[config.mk]
export PLATFORM = sky130hd
export DESIGN_NAME = instr_prefetch_unit
export DESIGN_NICKNAME = d
export VERILOG_FILES = /design/src/rtl/fetch_pkg.sv /design/src/rtl/sync_fifo.sv /design/src/rtl/instr_prefetch_unit.sv
export SDC_FILE = /design/constraint.sdc
export NUM_CORES = 1
export LEC_CHECK = 0
export ABC_AREA = 1
export CAP_MARGIN = 0
export CORE_UTILIZATION = 55
export DETAILED_ROUTE_END_ITERATION = 12
export GPL_TIMING_DRIVEN = 0
export PLACE_DENSITY_LB_ADDON = 0.05
export SLEW_MARGIN = 20
export SYNTH_ARGS = -nofsm -noshare
export SYNTH_HDL_FRONTEND = slang
export SYNTH_SLANG_ARGS = --single-unit
[constraint.sdc]
create_clock -name clk -period 1.9 [get_ports clk]
set_input_delay 0.285 -clock clk [delete_from_list [all_inputs] [get_ports clk]]
set_output_delay 0.285 -clock clk [all_outputs]
set_load 0.01 [all_outputs]
[src/rtl/fetch_pkg.sv]
// ============================================================================
// Module : fetch_pkg
// Brief  : Shared types and defaults for the instruction prefetch unit.
// Rev    : 1.0
// ============================================================================
`default_nettype none

package fetch_pkg;

  localparam int XLEN_DEF    = 32;
  localparam int PC_STEP_DEF = 4;

  typedef enum logic [1:0] {
    IDLE = 2'd0,
    REQ  = 2'd1,
    WAIT = 2'd2,
    DROP = 2'd3
  } fetch_state_t;

endpackage

`default_nettype wire

[src/rtl/sync_fifo.sv]
// ============================================================================
// Module : sync_fifo
// Brief  : Power-of-two FIFO with flush and count; head entry read directly.
// Rev    : 1.0
// ============================================================================
`default_nettype none

module sync_fifo #(
  parameter int WIDTH = 64,
  parameter int DEPTH = 4
) (
  input  logic                     clk,
  input  logic                     rst_n,
  input  logic                     push,
  input  logic [WIDTH-1:0]         push_data,
  input  logic                     pop,
  input  logic                     flush,
  output logic [WIDTH-1:0]         head_data,
  output logic                     not_empty,
  output logic [$clog2(DEPTH):0]   count
);

  localparam int AW = $clog2(DEPTH);
  localparam logic [AW:0] FULL_COUNT = DEPTH[AW:0];

  logic [WIDTH-1:0] mem [DEPTH];
  logic [AW-1:0]    rd_ptr;
  logic [AW-1:0]    wr_ptr;
  logic [AW:0]      cnt_q;
  logic             do_push;
  logic             do_pop;

  // Flush suppresses a same-cycle push so the buffer is truly empty afterwards.
  assign do_push = push && !flush && (cnt_q != FULL_COUNT);
  assign do_pop  = pop  && !flush && (cnt_q != '0);

  always_ff @(posedge clk or negedge rst_n) begin
    if (!rst_n) begin
      rd_ptr <= '0;
      wr_ptr <= '0;
      cnt_q  <= '0;
    end else if (flush) begin
      rd_ptr <= '0;
      wr_ptr <= '0;
      cnt_q  <= '0;
    end else begin
      if (do_push) wr_ptr <= wr_ptr + 1'b1;
      if (do_pop)  rd_ptr <= rd_ptr + 1'b1;
      case ({do_push, do_pop})
        2'b10:   cnt_q <= cnt_q + 1'b1;
        2'b01:   cnt_q <= cnt_q - 1'b1;
        default: cnt_q <= cnt_q;
      endcase
    end
  end

  for (genvar i = 0; i < DEPTH; i++) begin : g_entry
    always_ff @(posedge clk or negedge rst_n) begin
      if (!rst_n) begin
        mem[i] <= '0;
      end else if (do_push && (wr_ptr == AW'(i))) begin
        mem[i] <= push_data;
      end
    end
  end

  assign head_data = mem[rd_ptr];
  assign not_empty = (cnt_q != '0);
  assign count     = cnt_q;

endmodule

`default_nettype wire

[src/rtl/instr_prefetch_unit.sv]
// ============================================================================
// Module : instr_prefetch_unit
// Brief  : Single-outstanding instruction fetcher with FIFO and redirect flush.
// Rev    : 1.0
// ============================================================================
`default_nettype none

module instr_prefetch_unit
  import fetch_pkg::*;
#(
  parameter int               XLEN     = XLEN_DEF,
  parameter int               DEPTH    = 4,
  parameter logic [XLEN-1:0]  RESET_PC = '0,
  parameter int               PC_STEP  = PC_STEP_DEF
) (
  input  logic                       clk,
  input  logic                       rst_n,
  output logic                       mem_req_valid,
  input  logic                       mem_req_ready,
  output logic [XLEN-1:0]            mem_req_addr,
  input  logic                       mem_rsp_valid,
  input  logic [31:0]                mem_rsp_data,
  input  logic                       redirect_valid,
  input  logic [XLEN-1:0]            redirect_pc,
  output logic                       inst_valid,
  input  logic                       inst_ready,
  output logic [31:0]                inst_data,
  output logic [XLEN-1:0]            inst_pc,
  output logic [$clog2(DEPTH):0]     occupancy
);

  localparam int              CW        = $clog2(DEPTH) + 1;
  localparam logic [XLEN-1:0] STEP      = XLEN'(PC_STEP);
  localparam logic [CW-1:0]   DEPTH_CNT = CW'(DEPTH);

  fetch_state_t    state;
  fetch_state_t    state_next;
  logic [XLEN-1:0] fetch_pc;
  logic [XLEN-1:0] fetch_pc_next;
  logic [XLEN-1:0] issued_pc;
  logic            req_fire;
  logic            fifo_push;
  logic            fifo_pop;
  logic [XLEN+31:0] head;

  // Gating on free space here is what guarantees the FIFO can never overflow.
  assign mem_req_valid = (state == REQ) && (occupancy < DEPTH_CNT);
  assign mem_req_addr  = fetch_pc;
  assign req_fire      = mem_req_valid && mem_req_ready;

  always_ff @(posedge clk or negedge rst_n) begin
    if (!rst_n) begin
      state     <= IDLE;
      fetch_pc  <= RESET_PC;
      issued_pc <= '0;
    end else begin
      state    <= state_next;
      fetch_pc <= fetch_pc_next;
      if (req_fire) issued_pc <= fetch_pc;
    end
  end

  always_comb begin
    state_next    = state;
    fetch_pc_next = fetch_pc;
    fifo_push     = 1'b0;
    if (redirect_valid) begin
      // An outstanding (or just-accepted) request must have its response dropped.
      fetch_pc_next = redirect_pc;
      if (req_fire || (state == WAIT) || (state == DROP)) begin
        state_next = mem_rsp_valid ? REQ : DROP;
      end else begin
        state_next = REQ;
      end
    end else begin
      case (state)
        IDLE: state_next = REQ;
        REQ: begin
          if (req_fire) begin
            state_next    = WAIT;
            fetch_pc_next = fetch_pc + STEP;
          end
        end
        WAIT: begin
          if (mem_rsp_valid) begin
            fifo_push  = 1'b1;
            state_next = REQ;
          end
        end
        DROP: begin
          if (mem_rsp_valid) state_next = REQ;
        end
        default: state_next = IDLE;
      endcase
    end
  end

  assign fifo_pop = inst_ready && !redirect_valid;

  sync_fifo #(
    .WIDTH (XLEN + 32),
    .DEPTH (DEPTH)
  ) u_fifo (
    .clk       (clk),
    .rst_n     (rst_n),
    .push      (fifo_push),
    .push_data ({issued_pc, mem_rsp_data}),
    .pop       (fifo_pop),
    .flush     (redirect_valid),
    .head_data (head),
    .not_empty (inst_valid),
    .count     (occupancy)
  );

  assign inst_pc   = head[XLEN+31:32];
  assign inst_data = head[31:0];

  a_rsp_protocol: assert property (@(posedge clk) disable iff (!rst_n)
    !(mem_rsp_valid && ((state == IDLE) || (state == REQ))));

endmodule

`default_nettype wire

; Word-level counts from Yosys, hierarchy flattened
; Index checks and enable logic that the tools add are counted.
[word_totals]
in_bits = 70
regBits = 329
out_inout_bits = 101
word_cells = 75
[op_classes]
order_cmp = 2
n_eq_ne = 11
n_bitwise = 1
reduce_logical = 25
mux = 21
add_sub_neg = 5
[op_table]
columns = op, count
row1 = binary-select mux 64 bit (select 2 bit), 1
row2 = two-way mux 64 bit, 2
row3 = two-way mux 32 bit, 3
row4 = adder 32 x 3 -> 32 bit (second input constant), 1
row5 = two-way mux 2 bit, 9
row6 = logical AND 1 bit, 11
row7 = equality test 2 bit (second input constant), 5
row8 = nonzero test 2 bit, 4
row9 = equality test 2 x 1 -> 1 bit (second input constant), 3
row10 = inequality test 3 bit (second input constant), 2
row11 = case mux 2 bit (3 select lines), 1
row12 = case mux 3 bit (2 select lines), 1
row13 = nonzero test 3 bit, 2
row14 = adder 2 x 1 -> 2 bit (second input constant), 2
row15 = logical NOT 2 bit, 2
row16 = AND reduction 2 bit, 2
row17 = adder 3 x 1 -> 3 bit (second input constant), 1
row18 = >= comparator 3 bit (second input constant), 1
row19 = less-than comparator 3 bit (second input constant), 1
row20 = two-way mux 1 bit, 3
row21 = two-way mux 3 bit, 1
row22 = inequality test 3 x 1 -> 1 bit (second input constant), 1
row23 = inverter 2 -> 3 bit, 1
row24 = subtractor 3 x 1 -> 3 bit (second input constant), 1
row25 = 3 further kinds, 4

; Longest topological paths before layout
; Gate-level depths: netlist of the first run.
[depth]
word_depth = 8
depth_mapped = 13
mapped_depth_nobuf = 11

; Cells and area by module
; Synthesis of the first run repeated with hierarchy kept, for this count alone.
[hier_totals]
cells_unflattened = 2021
area_unflattened_um2 = 16224.3
[by_module_without_submodules]
columns = mod, area_per_inst_um2, seq_area_each_um2, n_inst, cells_per_inst
row1 = sync_fifo, 12585.8, 6581.3, 1, 1532
row2 = instr_prefetch_unit, 3638.5, 1651.6, 1, 489

; Least setup slack after synthesis of the first run
; Ideal clock, no wire load.
[synth_path]
path_kind = reg-to-reg
start = register u_fifo.cnt_q[1] (netlist: u_fifo.count[1])
end = register u_fifo.cnt_q[1] (netlist: u_fifo.count[1])
path_slack_ps = 114
path_buffers = 1
setup_time_ps = 126
period_less_slack_ps = 1786
stages_incl_launch_ff = 10
arrival_ps = 1660
required_ps = 1774
cell_sequence = dfrtp_1 -> nor2_2 -> nand2_1 -> nand2_2 -> buf_12 -> nand2_2 -> inv_1 -> fa_1 -> nand2_1 -> o21ai_0
[synth_via]
elab_chain_cells = 5
word_cells_on_any_way = 11
classes_between = add/sub: 2 / eq/ne: 3 / mux: 2 / reduce/logical: 4
[synth_rtl]
columns = item, line_no
row1 = start: declaration, sync_fifo.sv:29  ; logic [AW:0] cnt_q;
row2 = start signal: assignment, sync_fifo.sv:50  ; 2'b10: cnt_q <= cnt_q + 1'b1;
row3 = start signal: assignment, sync_fifo.sv:51  ; 2'b01: cnt_q <= cnt_q - 1'b1;
row4 = start signal: assignment, sync_fifo.sv:52  ; default: cnt_q <= cnt_q;
row5 = inequality test 3 bit / nonzero test 3 bit (equally long branches), "sync_fifo.sv:34, sync_fifo.sv:35"
row6 = logical AND 1 bit (on tied branches), "sync_fifo.sv:34, sync_fifo.sv:35"
row7 = equality test 2 x 1 -> 1 bit / equality test 2 bit (equally long branches), sync_fifo.sv:49  ; case ({do_push, do_pop})
row8 = case mux 3 bit (2 select lines), sync_fifo.sv:49
row9 = two-way mux 3 bit, sync_fifo.sv:42  ; end else if (flush) begin
; Several ways; a longest one is shown, not always the timed one.
; A chain may end at the register's enable or synchronous reset.

; Final worst setup path of the first run
[layout_path]
start = register u_fifo.rd_ptr[0]
end = output port inst_pc[20]
[layout_via]
elab_chain_cells = 4
[layout_rtl]
columns = item, line_no
row1 = start: declaration, sync_fifo.sv:27  ; logic [AW-1:0] rd_ptr;
row2 = start signal: assignment, sync_fifo.sv:48  ; if (do_pop) rd_ptr <= rd_ptr + 1'b1;
row3 = inverter 2 -> 3 bit (implied by the code), sync_fifo.sv:67  ; assign head_data = mem[rd_ptr];
row4 = binary-select mux 64 bit (select 2 bit), sync_fifo.sv:67
row5 = two-way mux 64 bit (implied by the code) (2 in series), sync_fifo.sv:67
row6 = end: declaration, instr_prefetch_unit.sv:28  ; output logic [XLEN-1:0] inst_pc,
; No other way between the ends. The select of a mux whose other input is x is not followed.

==> results of run 1 <==
## layer usage
layer | wire length [um] | up-vias | GRT usage [%]
met2 | 23170 | 714 | 55.40
met1 | 20750 | 7279 | 45.22
met5 | 0 | - | 0
met3 | 3676 | 127 | 4.944
li1 | - | 7051 | -
met4 | 1817 | 0 | 13.54
## area by class of cell
cell class                      instances  area, um^2  area share (%)
Sequential cell                       329        8240           40.88
Inverter                               70       276.5           1.372
Tap cell                              378       473.0           2.347
Clock inverter                         17       187.7          0.9312
Buffer                                136        1162           5.767
Multi-Input combinational cell       1484        7108           35.27
Clock buffer                           46        1010           5.010
Timing Repair Buffer                  191        1698           8.424
## cell families (layout without fill, tap and decap cells)
| logic type | Yosys count | after routing | share of synthesized area, % |
|---|---|---|---|
| adder cells (fa/ha/maj) | 6 | 6 | 0.5186 |
| buffers and inverters | 208 | 460 | 6.789 |
| XOR/XNOR | 11 | 11 | 0.6050 |
| AO/OA/AOI/OAI | 523 | 523 | 17.15 |
| AND/OR/NAND/NOR | 944 | 944 | 23.24 |
| flip-flops | 329 | 329 | 51.71 |
## worst min path at each step
stage                          startpoint              end  slack [ns]  depth (start not counted)
after detailed placement            rst_n    u_fifo.mem[8]        0.27                          1
final                      redirect_valid  u_fifo.count[2]        0.19                          4
after CTS                  redirect_valid  u_fifo.count[2]        0.18                          4
after floorplan                     rst_n     issued_pc[0]       -0.01                          0
after global placement    u_fifo.mem[155]  u_fifo.mem[155]        0.45                          2
after global routing       redirect_valid  u_fifo.count[2]        0.19                          4
## worst max-delay path, delay by kind of cell, from the launching register on
family                 cells  cell delay (ns)
and+or+nand+nor            1             0.04
AOI/OAI and AO/OA          1             0.22
DFF                        1             0.44
buffers and inverters      5             0.79
## flip-flops by register name, summed over array words and instances, names as in the netlist
register and count:
u_fifo.count 3, u_fifo.wr_ptr 2, issued_pc 32, u_fifo.mem 256
u_fifo.rd_ptr 2, mem_req_addr 32, state 2
## report_power, final
| part | internal, W | switching, W |
|---|---|---|
| Sequential | 0.00799 | 0.00108 |
| Combinational | 0.00190 | 0.00274 |
| Clock | 0.00430 | 0.00288 |
| Total | 0.0142 | 0.00670 |
## repair_timing
action,4_1_cts,5_1_grt
endpoints found under the setup margin,314,219
cloned,5,0
buffers inserted,9,5
endpoints found under the hold margin,64,0
pin swaps,26,20
hold buffers,1,0
gates resized for setup,425,182
## Yosys cell counts, drive strengths merged
cell type / instances / area [um^2]
a21oi: 5 / 25.02
a31oi: 1 / 6.260
buf: 55 / 503.0
clkbuf: 83 / 312.8
clkinv: 1 / 3.750
dfrtp: 329 / 8233
fa: 1 / 20.02
ha: 5 / 62.56
inv: 69 / 261.5
nand2: 716 / 2700
nand3: 40 / 200.2
nand4: 2 / 12.51
nor2: 185 / 777.0
nor3: 1 / 10.01
o211ai: 6 / 45.04
o21ai: 440 / 2202
o21bai: 6 / 45.04
o22ai: 65 / 406.6
xnor2: 1 / 8.760
xor2: 10 / 87.58
## placed cells by master, fill, tap and decap left out, drive strengths merged, types with 2 or more instances in the layout
| cell | instances |
|---|---|
| dlygate4sd2 | 2 |
| nor2 | 185 |
| clkinv | 13 |
| o22ai | 65 |
| clkinvlp | 4 |
| buf | 136 |
| clkbuf | 132 |
| xor2 | 10 |
| nand3 | 40 |
| a21oi | 5 |
| inv | 66 |
| clkdlybuf4s50 | 102 |
| bufinv | 4 |
| o211ai | 6 |
| o21bai | 6 |
| dfrtp | 329 |
| ha | 5 |
| o21ai | 440 |
| nand2 | 716 |
| nand4 | 2 |
## per-stage QoR
stage	total power, W	utilization [%]	area [um^2]
after global routing	0.02184	71.57	20160
after CTS	0.02077	70.31	19800
after floorplan	0.01118	-	15920
final	0.02089	71.57	20160
after detailed placement	0.01393	64.53	18170
after global placement	0.01379	64.22	18090
==> results.md, run 1 <==
* Starting DRC count in detailed routing at 1383
* # rows at 61
* Syn Nets at 2097
* CP Max Fanout at 7
* Setup Skew at 0.01612 ns
* Worst-margin pin slew at 0.7709 ns
* Maximum vdd ir drop at 0.0006063 V
* Synth Register Bits at 329
* Post-Syn Area at 0.01592 mm^2
* Syn Area/Cell at 7.879 um^2
* Area delta synth->final at 26.58%
* Total gr overflow at 0
* Register area share after synthesis at 51.71%
* Fin crit share at 121.6%
* Drt wl/cell at 18.64 um
* Critical path type: flop to primary output
* Share of cells above drive strength 1 at 16.67%
* Mapped Cells at 2021
* Failing checks: negative setup slack
* Worst path max stage delay at 0.44 ns
* GPL Wtd Cong at 1.039
* Finished Layout Cells at 2651
* Worst Hold Class: input pin to flop
* Worst Hold Slack at 0.1860 ns
* Number of port buffers at 169
* Reg2reg end: u_fifo.mem[21]
* Critical-path cell list: buf_8 -> clkinvlp_4 -> buf_12 -> clkbuf_16 -> nor2_2 -> o22ai_2 -> buf_2
* Io pins at 171
* DP Worst Slack at -0.8818 ns
* Dpl hpwl at 32.62 mm
* Fillers at 2220
* Area of the core at 0.02816 mm^2
* Worst Setup End Kind: primary output
* Period minus WS final at 2.311 ns
* Die height at 172.2 um
* Final wirelength at 49.41 mm
* Max Clk Rate at 0.4327 GHz
* Initial core utilization at 56.54%
* Max Slew Vio Count at 0
* Initial antenna violation count at 0
* Vias in the first global route at 14520
* Count of final hold-check violations at 0
* Setup TNS at -22.29 ns
* Die area at 0.02964 mm^2
* Diodes inserted at 0
* Remaining routing DRC violations at 0
* R2R Setup Slk at 0.08 ns
* RSZ-0062 raised after global routing: true
* Clk_lat worst skew at 0.52 ns
* Clock Path Buffers at 3
* Crit path to: inst_pc[20]
* Static Leak at 10.68 nW
* Die width at 172.2 um
* # nets final at 2325
* Critical-path top delay cell: dfrtp_2
* Root buffer cell: clkbuf_16
* Pre-Repair DR Iteration Count at 7
* Cells after DPL at 2571
* # H-tree levels at 2
* # setup viols final at 64
* Required time of the critical path at 1.62 ns
* CP Launch Type: flop
* Clk sinks at 329
* Total GRT Usage at 33.80%
* Status: finished with violations
* CTS tree: done
* Relative slew slack at 48.61%
* Distinct cells, synth at 32
* Worst Setup SP: u_fifo.rd_ptr[0]
* Power Dens Cells at 1036 mW/mm^2
* Reg clk slew, reported paths at 0.06 ns
* DR vias at 15170
* Number of vias per cell at 5.723
* Setup ws final at -0.4112 ns
* Max_cap viols at 0
* CP arrival at 2.03 ns
* Reg2reg start: u_fifo.wr_ptr[0]
* CTS buffer count at 37
* Reg2reg path depth at 6
* First-pass GRT wire length at 77.13 mm
* Synth Warn # at 0
* Largest net degree at the start of global routing at 100
* Final ANT Viol Nets at 0
No activity file was read; power rests on OpenSTA's default activity.
==> run 2, diff against run 1 <==
Settings changed: PLACE_DENSITY set to 0.83, PLACE_DENSITY_LB_ADDON 0.05 to not set.
Clock period 1.9 ns to 2.2 ns, I/O delays scaled along.
==> results.md, run 2 (synthesized netlist as in run 1, its figures left out) <==
* Reg clk slew, reported paths at 0.06 ns
* Die height at 172.2 um
* CP Launch Type: flop
* Max Clk Rate at 0.4176 GHz
* Initial antenna violation count at 0
* Final ANT Viol Nets at 0
* Fillers at 2029
* Initial core utilization at 56.54%
* Vias in the first global route at 15260
* Starting DRC count in detailed routing at 1993
* Max_cap viols at 0
* Worst Setup End Kind: primary output
* Largest register FFs at 256
* Clk_lat worst skew at 0.53 ns
* Clk sinks at 329
* # nets final at 2318
* Gate power share at 22.8%
* Top reg by flops: u_fifo.mem
* Diodes inserted at 0
* Reg2reg path depth at 7
* Status: finished with violations
* Power Dens Cells at 880.8 mW/mm^2
* Commonest cells after routing, fill and taps aside: nand2_1, dfrtp_1, o21ai_0
* Relative slew slack at 50.10%
* Commonest non-fill, non-tap cell in the layout: nand2_1
* Sw power at 0.005788 W
* P_int at 0.01181 W
* Area of the core at 0.02816 mm^2
* Final Util at 70.96%
* Dpl hpwl at 32.67 mm
* DR vias at 15730
* Fin crit share at 108.8%
* Critical path type: flop to primary output
* CTS tree: done
* Number of port buffers at 169
* CTS buffer count at 36
* Worst-margin pin slew at 0.7484 ns
* Total gr overflow at 0
* Maximum vdd ir drop at 0.0005064 V
* Worst Hold Slack at 0.2249 ns
* First-pass GRT wire length at 78.86 mm
* Number of vias per cell at 5.951
* Count of final hold-check violations at 0
* Root buffer cell: clkbuf_16
* Pre-Repair DR Iteration Count at 6
* Die width at 172.2 um
* Share of cells above drive strength 1 at 14.97%
* # rows at 61
* Required time of the critical path at 1.87 ns
* Period minus WS final at 2.394 ns
* Max Slew Vio Count at 0
* Worst Hold Class: input pin to flop
* CP Max Fanout at 10
* # setup viols final at 64
* Register share of total power at 44.7%
* Die area at 0.02964 mm^2
* Drt wl/cell at 19.19 um
* Sw Share at 32.88%
* Final wirelength at 50.72 mm
* # H-tree levels at 2
* Setup ws final at -0.1944 ns
* Largest net degree at the start of global routing at 101
* Static Leak at 10.54 nW
* Area delta synth->final at 25.51%
* Total GRT Usage at 34.15%
* Clock Path Buffers at 3
* RSZ-0062 raised after global routing: true
* GPL Wtd Cong at 0.9515
* Hold path cells at 4
* Clock power share at 32.5%
* CP arrival at 2.06 ns
* Failing checks: negative setup slack
* Setup Skew at 0.01556 ns
* Remaining routing DRC violations at 0
* Io pins at 171
run 2: repair_timing:
action,in CTS,in global routing
gates resized for setup,429,139
setup endpoints to repair,65,215
hold buffers,1,0
endpoints found under the hold margin,47,0
setup buffers,8,1
pin swaps,22,20
gates cloned,1,6
run 2: cell type report:
| type | instances | area (um^2) | area share (%) |
|---|---|---|---|
| tap | 378 | 473.0 | 2.366 |
| clock inverter | 9 | 52.55 | 0.2629 |
| multi-input combinational | 1484 | 7178 | 35.92 |
| clock buffer | 52 | 1042 | 5.215 |
| sequential | 329 | 8235 | 41.21 |
| buffer | 133 | 1090 | 5.453 |
| inverter | 70 | 269.0 | 1.346 |
| timing repair buffer | 188 | 1645 | 8.233 |
run 2: per-layer routing:
layer | vias up | track usage (%) | routed length [um]
met2 | 1070 | 54.51 | 23630
met4 | 0 | 18.62 | 2612
li1 | 7036 | - | -
met1 | 7432 | 44.01 | 19030
met3 | 190 | 6.523 | 5443
met5 | - | 0 | 0
run 2: worst max-delay path: stages (launching register included):
cell and delay [ns]:
dfrtp_1 0.35, buf_2 0.27, clkbuf_2 0.29, o21ai_0 0.17, o22ai_2 0.28, buf_2 0.18
run 2: power groups by stage:
| stage | logic, W | clock network [W] | registers, W |
|---|---|---|---|
| final | 0.00402 | 0.00572 | 0.00786 |
| after global routing | 0.00444 | 0.00599 | 0.00796 |
| after CTS | 0.00388 | 0.00573 | 0.00779 |
| after detailed placement | 0.00415 | 0 | 0.00789 |
| after global placement | 0.00402 | 0 | 0.00787 |
| after floorplan | 0.00203 | 0 | 0.00763 |
run 2: per-stage QoR:
stage / worst slack [ns] / TNS (ns) / cells / total power [W] / area (um^2)
2_1_floorplan: 0.4102 / 0 / 2021 / 0.009657 / 15920
3_3_place_gp: -13.24 / -4377.92 / 2568 / 0.01189 / 18090
3_5_place_dp: -0.6554 / -34.54 / 2571 / 0.01204 / 18170
4_1_cts: -0.1903 / -9.050 / 2642 / 0.01741 / 19560
5_1_grt: -0.2280 / -10.06 / 2643 / 0.01839 / 19990
6_report: -0.1944 / -7.378 / 2643 / 0.01760 / 19990
run 2: path summary, 6_finish.rpt:
path                                   from                to  slack, ns
setup / recovery           u_fifo.rd_ptr[1]       inst_pc[15]      -0.19
hold / removal               redirect_valid  mem_req_addr[12]       0.22
setup reg to reg            u_fifo.count[1]   u_fifo.mem[194]       0.07
hold reg to reg             u_fifo.mem[145]   u_fifo.mem[145]       0.47
max in group asynchronous             rst_n      issued_pc[1]       0.60
min in group asynchronous             rst_n    u_fifo.mem[72]       0.31
